`src/rtl/mem_stage.sv`:
```
// mem_stage: data-memory access stage between execute and writeback.
// Drives the req/gnt/rvalid bus, aligns load data, stalls upstream.
module mem_stage #(
  parameter int ALEN    = 32,
  parameter int RADDR_W = 5
) (
  input  logic               clk,
  input  logic               rst_n,
  input  logic               i_valid,
  input  logic               i_rf_wr,
  input  logic [RADDR_W-1:0] i_rf_wr_addr,
  input  logic [ALEN-1:0]    i_alu_res,
  input  logic               i_mem_rd,
  input  logic               i_mem_wr,
  input  logic [2:0]         i_funct3,
  input  logic [ALEN-1:0]    i_store_data,
  output logic               o_stall,
  output logic               o_dmem_req,
  output logic               o_dmem_we,
  output logic [3:0]         o_dmem_be,
  output logic [ALEN-1:0]    o_dmem_addr,
  output logic [ALEN-1:0]    o_dmem_wdata,
  input  logic               i_dmem_gnt,
  input  logic               i_dmem_rvalid,
  input  logic [ALEN-1:0]    i_dmem_rdata,
  output logic               o_rf_wr,
  output logic [RADDR_W-1:0] o_rf_wr_addr,
  output logic [ALEN-1:0]    o_rf_wr_data,
  output logic               o_mem_to_reg,
  output logic [ALEN-1:0]    o_mem_data,
  output logic               o_staller,
  output logic               o_fault
);

  typedef enum logic [1:0] {IDLE, REQ, RESP} state_t;
  state_t state, state_nxt;

  logic               mem_op, bad_f3, misal, fault;
  logic               issue, busy, st_done, ld_done, done;
  logic               in_idle, nonmem;
  logic [3:0]         be_in;
  logic [ALEN-1:0]    wdata_in, addr_in;

  logic               l_we, l_rf_wr;
  logic [3:0]         l_be;
  logic [1:0]         l_off;
  logic [2:0]         l_f3;
  logic [RADDR_W-1:0] l_rd;
  logic [ALEN-1:0]    l_addr, l_wdata, l_alu;

  logic [ALEN-1:0]    sh, ld_data;
  logic [7:0]         ld_b;
  logic [15:0]        ld_h;

  logic               c_rf_wr;
  logic [RADDR_W-1:0] c_rd;
  logic [ALEN-1:0]    c_alu;

  assign mem_op  = i_mem_rd | i_mem_wr;
  assign bad_f3  = (i_funct3[1:0] == 2'b11) | (i_funct3 == 3'b110);
  assign misal   = ((i_funct3[1:0] == 2'b01) & i_alu_res[0])
                 | ((i_funct3[1:0] == 2'b10) & (|i_alu_res[1:0]));
  assign in_idle = (state == IDLE);
  assign fault   = in_idle & i_valid & mem_op & (bad_f3 | misal);
  assign nonmem  = in_idle & i_valid & ~mem_op;
  assign addr_in = {i_alu_res[ALEN-1:2], 2'b00};

  always_comb begin
    be_in    = 4'b1111;
    wdata_in = i_store_data;
    unique case (i_funct3[1:0])
      2'b00: begin
        be_in    = 4'b0001 << i_alu_res[1:0];
        wdata_in = {4{i_store_data[7:0]}};
      end
      2'b01: begin
        be_in    = 4'b0011 << {i_alu_res[1], 1'b0};
        wdata_in = {2{i_store_data[15:0]}};
      end
      default: ;
    endcase
  end

  always_comb begin
    state_nxt    = state;
    issue        = 1'b0;
    busy         = 1'b0;
    st_done      = 1'b0;
    ld_done      = 1'b0;
    o_dmem_req   = 1'b0;
    o_dmem_we    = l_we;
    o_dmem_be    = l_be;
    o_dmem_addr  = l_addr;
    o_dmem_wdata = l_wdata;
    unique case (state)
      IDLE: begin
        issue        = i_valid & mem_op & ~fault;
        busy         = issue;
        o_dmem_req   = issue;
        o_dmem_we    = i_mem_wr;
        o_dmem_be    = be_in;
        o_dmem_addr  = addr_in;
        o_dmem_wdata = wdata_in;
        if (issue && i_dmem_gnt) begin
          st_done   = i_mem_wr;
          state_nxt = i_mem_wr ? IDLE : RESP;
        end else if (issue) begin
          state_nxt = REQ;
        end
      end
      REQ: begin
        busy       = 1'b1;
        o_dmem_req = 1'b1;
        if (i_dmem_gnt) begin
          st_done   = l_we;
          state_nxt = l_we ? IDLE : RESP;
        end
      end
      RESP: begin
        busy = 1'b1;
        if (i_dmem_rvalid) begin
          ld_done   = 1'b1;
          state_nxt = IDLE;
        end
      end
      default: state_nxt = IDLE;
    endcase
    if (!rst_n) begin
      o_dmem_req = 1'b0;
      busy       = 1'b0;
    end
  end

  assign done    = st_done | ld_done;
  assign o_stall = busy & ~done;

  // byte lane comes from the address captured at issue
  assign sh   = i_dmem_rdata >> {l_off, 3'b000};
  assign ld_b = sh[7:0];
  assign ld_h = l_off[1] ? i_dmem_rdata[31:16] : i_dmem_rdata[15:0];

  always_comb begin
    ld_data = i_dmem_rdata;
    unique case (l_f3)
      3'b000:  ld_data = {{(ALEN-8){ld_b[7]}}, ld_b};
      3'b100:  ld_data = {{(ALEN-8){1'b0}}, ld_b};
      3'b001:  ld_data = {{(ALEN-16){ld_h[15]}}, ld_h};
      3'b101:  ld_data = {{(ALEN-16){1'b0}}, ld_h};
      default: ld_data = i_dmem_rdata;
    endcase
  end

  assign c_rf_wr = in_idle ? i_rf_wr      : l_rf_wr;
  assign c_rd    = in_idle ? i_rf_wr_addr : l_rd;
  assign c_alu   = in_idle ? i_alu_res    : l_alu;

  always_ff @(posedge clk) begin
    if (!rst_n) begin
      state   <= IDLE;
      l_we    <= 1'b0;
      l_rf_wr <= 1'b0;
      l_be    <= '0;
      l_off   <= '0;
      l_f3    <= '0;
      l_rd    <= '0;
      l_addr  <= '0;
      l_wdata <= '0;
      l_alu   <= '0;
    end else begin
      state <= state_nxt;
      if (issue) begin
        l_we    <= i_mem_wr;
        l_rf_wr <= i_rf_wr;
        l_be    <= be_in;
        l_off   <= i_alu_res[1:0];
        l_f3    <= i_funct3;
        l_rd    <= i_rf_wr_addr;
        l_addr  <= addr_in;
        l_wdata <= wdata_in;
        l_alu   <= i_alu_res;
      end
    end
  end

  // anything other than a retiring instruction becomes a bubble
  always_ff @(posedge clk) begin
    o_rf_wr      <= 1'b0;
    o_rf_wr_addr <= '0;
    o_rf_wr_data <= '0;
    o_mem_to_reg <= 1'b0;
    o_mem_data   <= '0;
    o_staller    <= 1'b0;
    o_fault      <= 1'b0;
    if (rst_n) begin
      if (done || nonmem) begin
        o_rf_wr      <= c_rf_wr;
        o_rf_wr_addr <= c_rd;
        o_rf_wr_data <= c_alu;
        o_mem_to_reg <= ld_done;
        o_mem_data   <= ld_done ? ld_data : '0;
        o_staller    <= ld_done;
      end else if (fault) begin
        o_fault <= 1'b1;
      end
    end
  end

endmodule

```
`config.mk`:
```
export PLATFORM = sky130hd
export DESIGN_NAME = mem_stage
export DESIGN_NICKNAME = d
export VERILOG_FILES = /design/src/rtl/mem_stage.sv
export SDC_FILE = /design/constraint.sdc
export NUM_CORES = 1
export LEC_CHECK = 0
export BUFFER_PORTS_ARGS = -buffer_cell sky130_fd_sc_hd__clkbuf_2
export CAP_MARGIN = 20
export CORE_MARGIN = 1.5
export CORE_UTILIZATION = 35
export CTS_CLUSTER_DIAMETER = 50
export DETAILED_ROUTE_END_ITERATION = 8
export PLACE_DENSITY = 0.57
export SETUP_SLACK_MARGIN = 0.1
export SYNTH_ARGS = -nofsm -noshare
export SYNTH_HDL_FRONTEND = slang
export SYNTH_SLANG_ARGS = --single-unit
```
`constraint.sdc`:
```
create_clock -name clk -period 2.7 [get_ports clk]
set_input_delay 0.54 -clock clk [delete_from_list [all_inputs] [get_ports clk]]
set_output_delay 0.54 -clock clk [all_outputs]
set_load 0.1 [all_outputs]
```
### Word level (Yosys, flattened, before mapping)

Index checks and enable logic that the tools add are counted.

| operators by class | value |
|---|---|
| multiplexer cells | 29 |
| bitwise gates (word level) | 18 |
| reduce and logical (&&, ||, !) cells | 11 |
| eq/ne operators | 12 |
| shift operators | 3 |

Operators by type and width:

| kind | count |
|---|---|
| case mux 32 bit (4 select lines) | 1 |
| two-way mux 32 bit | 3 |
| case mux 32 bit (2 select lines) | 1 |
| >> shifter 32 x 5 -> 8 bit | 1 |
| two-way mux 16 bit | 1 |
| two-way mux 2 bit | 6 |
| two-way mux 1 bit | 10 |
| AND 1 bit | 9 |
| == test 3 bit (second input constant) | 3 |
| case mux 4 bit (2 select lines) | 1 |
| == test 2 bit (second input constant) | 3 |
| case mux 1 bit (2 select lines) | 3 |
| case mux 2 bit (3 select lines) | 1 |
| AND reduction 3 bit | 2 |
| OR reduction 2 bit | 3 |
| two-way mux 5 bit | 1 |
| bitwise OR 1 bit | 5 |
| == test 2 x 1 -> 1 bit (second input constant) | 2 |
| zero test 2 bit | 2 |
| two-way mux 4 bit | 1 |
| != test 2 bit (second input constant) | 2 |
| inverter 1 bit | 4 |
| << shifter 1 x 2 -> 4 bit (first input constant) | 1 |
| << shifter 2 x 2 -> 4 bit (first input constant) | 1 |
| other kinds (6) | 6 |

| word-level totals | value |
|---|---|
| input bits | 112 |
| word-level logic and storage cells | 89 |
| bits in registers | 184 |
| output and inout port bits | 144 |

### Logic depth before layout (Yosys ltp)

| depth | value |
|---|---|
| depth after elaboration | 13 |
| depth in mapped cells | 10 |
| gate-level depth less buffers | 6 |

### Worst setup path before layout

OpenSTA, ideal clock, no wires.

| timing | value |
|---|---|
| path kind | register to output |
| from | register state[0] |
| to | output port o_stall |
| cell stages (with the launch flop) | 10 |
| arrival time | 4227 ps |
| required time | 2160 ps |
| setup slack | -2067 ps |
| cell sequence | dfxtp_1 inv_1 ha_1 buf_2 o211ai_1 o21ba_2 buf_4 buf_6 nor2_1 nor4_1 |

| between the ends | value |
|---|---|
| cells in the longest elaborated chain, start to end | 12 |
| elaborated cells between the ends (all ways) | 18 |
| classes of those cells | eq/ne (2); mux (5); bitwise (8); reduce/logical (3) |

RTL lines:

| what | line | RTL |
|---|---|---|
| start, declared | 36 | `state_t state, state_nxt;` |
| start signal, assigned | 170 | `state <= state_nxt;` |
| zero test 2 bit | 63, 95 |  |
| AND 1 bit (3 in a row) | 64 | `assign fault = in_idle & i_valid & mem_op & (bad_f3 \| misal);` |
| inverter 1 bit | 97 | `issue = i_valid & mem_op & ~fault;` |
| AND 1 bit | 97 |  |
| logical AND 1 bit | 104 | `if (issue && i_dmem_gnt) begin` |
| two-way mux 1 bit | 104 |  |
| case mux 1 bit (2 select lines) | 95 | `unique case (state)` |
| bitwise OR 1 bit | 134 | `assign done = st_done \| ld_done;` |
| inverter 1 bit | 135 | `assign o_stall = busy & ~done;` |
| AND 1 bit (*) | 135 |  |
| end, declared | 17 | `output logic o_stall,` |

Mark *: on every way between the ends. The rest lies on a longest branch, timed or not.

### Worst setup path in the final report

Ends and elaborated chain as after synthesis.

==> results.py <==
metrics = {
    "detailed_routing": {
        "antenna_left": 0,
        "viasPerCell": 4.83,
        "detail_route.wl_per_cell_um": 15.4,
        "firstDrtPassIters": 4,
        "drt-total-wl_mm": 20.2,
        "drc": 0,
        "vias": 6358,
        "drt_iter0_drc": 254,
    },
    "critical_path": {
        "required_ns": 2.16,
        "cp-end-kind": "output port",
        "rr_startpoint": "state[1]",
        "arrival_ns": 2.05,
        "r2r_cells": 8,
        "path_max_fanout": 3,
        "r2r-end": "l_wdata[17]",
        "r2r_slack_ns": 0.54,
        "startpoint_type": "flop",
        "worstSetupPathType": "flop to output port",
        "critPathLaunch": "state[0]",
        "endpoint": "o_stall",
    },
    "synthesis": {
        "synthTopCellsByArea": "dfxtp_1, nand2_1, mux2_2",
        "synth_commonest_cells": "nand2_1, dfxtp_1, a21oi_1, nor2_1, mux2_2",
        "synth-edff-count": 0,
        "synth_flop_cell": "dfxtp_1",
        "synthCells": 831,
        "syn_avg_cell_area_um2": 8.27,
        "synth_top_cell_by_area": "dfxtp_1",
        "ys_async_sr_fraction_pct": 0,
        "seq_area_frac_synth_pct": 44.3,
        "yosysWarningCount": 0,
        "synth.most_common_cell": "nand2_1",
        "synth-seq-cells": 152,
        "ys_types": 40,
        "syn_area_um2": 6870,
        "synth.top_cell.area_share_pct": 44.3,
    },
    "floorplanning": {
        "die_area_um2": 20500,
        "start_util_pct": 35.5,
        "coreArea_um2": 19300,
        "core.rowCount": 51,
        "num_io_pins": 256,
        "die_height_um": 143,
        "die_x_um": 143,
    },
    "final_layout": {
        "drive_gt1_share_pct": 38.2,
        "diodes": 0,
        "fin_area_um2": 9750,
        "seqCellArea_um2": 3050,
        "utilization_pct": 50.4,
        "finalNonFillerCells": 1315,
        "fin_nets": 1153,
        "fillers": 1840,
        "multi_input_area_um2": 3550,
        "syn_to_final_growth_pct": 42.0,
    },
    "place": {
        "port_buffers": 253,
        "dp_hpwl_mm": 13.9,
        "place_congestion": 0.817,
        "dp.cells": 1280,
        "placed_area_um2": 9000,
    },
    "sta": {
        "rsz0062_at_grt": "yes",
        "fin_crit_sh_pct": 96.0,
        "skew_ns": 0.00779,
        "slew_viol_final": 0,
        "setup_viol": 0,
        "worst_pin_slew_ns": 0.775,
        "hold_ws_ns": 0.339,
        "period_needed_ns": 2.59,
        "hold_viol": 0,
        "max_slew_margin_pct": 48.3,
        "fmaxAchievable_mhz": 386,
    },
    "power": {
        "leakagePower_nw": 4.20,
        "peakVddDrop_mv": 0.446,
        "clockPowerShare_pct": 35.4,
        "pwr-share-comb_pct": 32.9,
        "p_int_w": 0.00466,
        "seqPwrFrac_pct": 31.7,
        "powerDensity_nw_per_um2": 768,
        "p_sw_share_pct": 37.8,
        "p_switching_w": 0.00283,
    },
    "global_route": {
        "grt.total_usage_pct": 19.8,
        "grt-ovfl-total": 0,
        "grt_max_degree": 88,
        "grt_pass1_wl_mm": 31.8,
        "first_global_vias": 6045,
        "antenna_found_initial": 0,
    },
    "clocking": {
        "holdBufCountCts": 0,
        "cts.sinks": 152,
        "cts_tree": "built",
        "clockBufferDepth": 2,
        "htreeDepth": 4,
        "insertion_delay_ns": 0.42,
        "cts_root_buf": "clkbuf_16",
        "cts_inserted_buffers": 17,
        "cts.clk_slew.worst_paths_ns": 0.07,
    },
    "flow_run": {
        "maxCapViolations": 0,
    },
    "hold_path": {
        "hold_path.class": "primary input to flop",
    },
    "outcome": {
        "outcome": "completed",
    },
}
[power groups by stage]
stage	registers, W	logic (W)	clock network [W]
2_1_floorplan	0.00260	0.00164	0
3_3_place_gp	0.00242	0.00244	0
4_1_cts	0.00237	0.00248	0.00271
3_5_place_dp	0.00242	0.00244	0
5_1_grt	0.00239	0.00257	0.00280
6_report	0.00237	0.00247	0.00265
[routing by layer]
layer,track usage [%],vias to the layer above,part of all wire [%]
met3,5.63,23,7.2
met1,24.9,2956,44
li1,-,3175,-
met2,32.5,204,47
met5,0,-,0
met4,6.24,0,1.7
[state kept, by name (all words and copies together) (netlist names)]
signal / flops
l_f3: 3
l_rf_wr: 1
o_staller: 1
l_we: 1
state: 2
o_mem_data: 32
l_wdata: 32
l_be: 4
o_fault: 1
l_off: 1
o_rf_wr: 1
l_alu: 31
l_rd: 5
o_rf_wr_data: 32
o_rf_wr_addr: 5
[final cells by class]
cell class,count,area share (%)
clock buffer,18,4.50
clock inverter,14,2.15
inverter,16,0.616
multi-input combinational,571,36.4
sequential,152,31.2
tap,265,3.40
timing repair buffer,279,21.7
[logic make-up (layout without fill, tap and decap cells)]
family                   Yosys count  in the layout  share of synthesized area [%]
buffers and inverters            109            327                           8.56
multiplexers                      95             95                           14.8
flip-flops                       152            152                           44.3
adder cells (fa/ha/maj)            4              4                          0.728
other                              1              2                         0.0546
AND/OR/NAND/NOR                  297            297                           17.1
AO/OA/AOI/OAI                    173            173                           14.5
[how the worst min path moves through the flow]
stage                            end  cells after the start          start  slack, ns
after global routing       l_alu[16]                      3  i_alu_res[16]       0.33
after detailed placement  l_wdata[0]                      2     l_wdata[0]       0.44
after CTS                  l_alu[25]                      3  i_alu_res[25]       0.32
after global placement     l_alu[17]                      2      l_alu[17]       0.44
after floorplan            l_alu[10]                      2      l_alu[10]       0.43
final                      l_alu[25]                      3  i_alu_res[25]       0.34
[per-stage QoR]
stage / setup WS, ns / power, W / TNS [ns]
final: 0.108 / 0.00749 / 0
after global routing: 0.0366 / 0.00776 / 0
after CTS: 0.0983 / 0.00756 / 0
after detailed placement: 0.372 / 0.00487 / 0
after global placement: 0.379 / 0.00486 / 0
after floorplan: -0.235 / 0.00425 / -0.235
[worst max-delay path, stage by stage (launching register included)]
cell and delay (ns):
dfxtp_2 0.34, inv_2 0.05, ha_4 0.18, o211ai_1 0.14, o21ba_4 0.20, and3_4 0.18
nor4_4 0.31, buf_12 0.22
[timing repair]
item / 4_1_cts / 5_1_grt
setup endpoints to repair: 48 / 11
resized for setup: 33 / 4
buffers inserted: 3 / 0
pin swaps: 3 / 0
[cell usage in the layout, fill, tap and decap left out, drive strengths merged, types with 2 or more instances in the layout]
| master | instances |
|---|---|
| nor2 | 78 |
| mux2i | 40 |
| a221oi | 6 |
| o211ai | 3 |
| nor3 | 8 |
| o22ai | 3 |
| a211oi | 20 |
| nand2b | 3 |
| nor4 | 2 |
| clkinv | 2 |
| nand2 | 198 |
| mux2 | 55 |
| conb | 2 |
| o21ai | 17 |
| a21oi | 110 |
| inv | 22 |
| nor2b | 2 |
| buf | 66 |
| clkinvlp | 2 |
| o31ai | 7 |
| ha | 4 |
| clkbuf | 231 |
| dfxtp | 152 |
| bufinv | 4 |
Power figures use the tool's default switching activity.
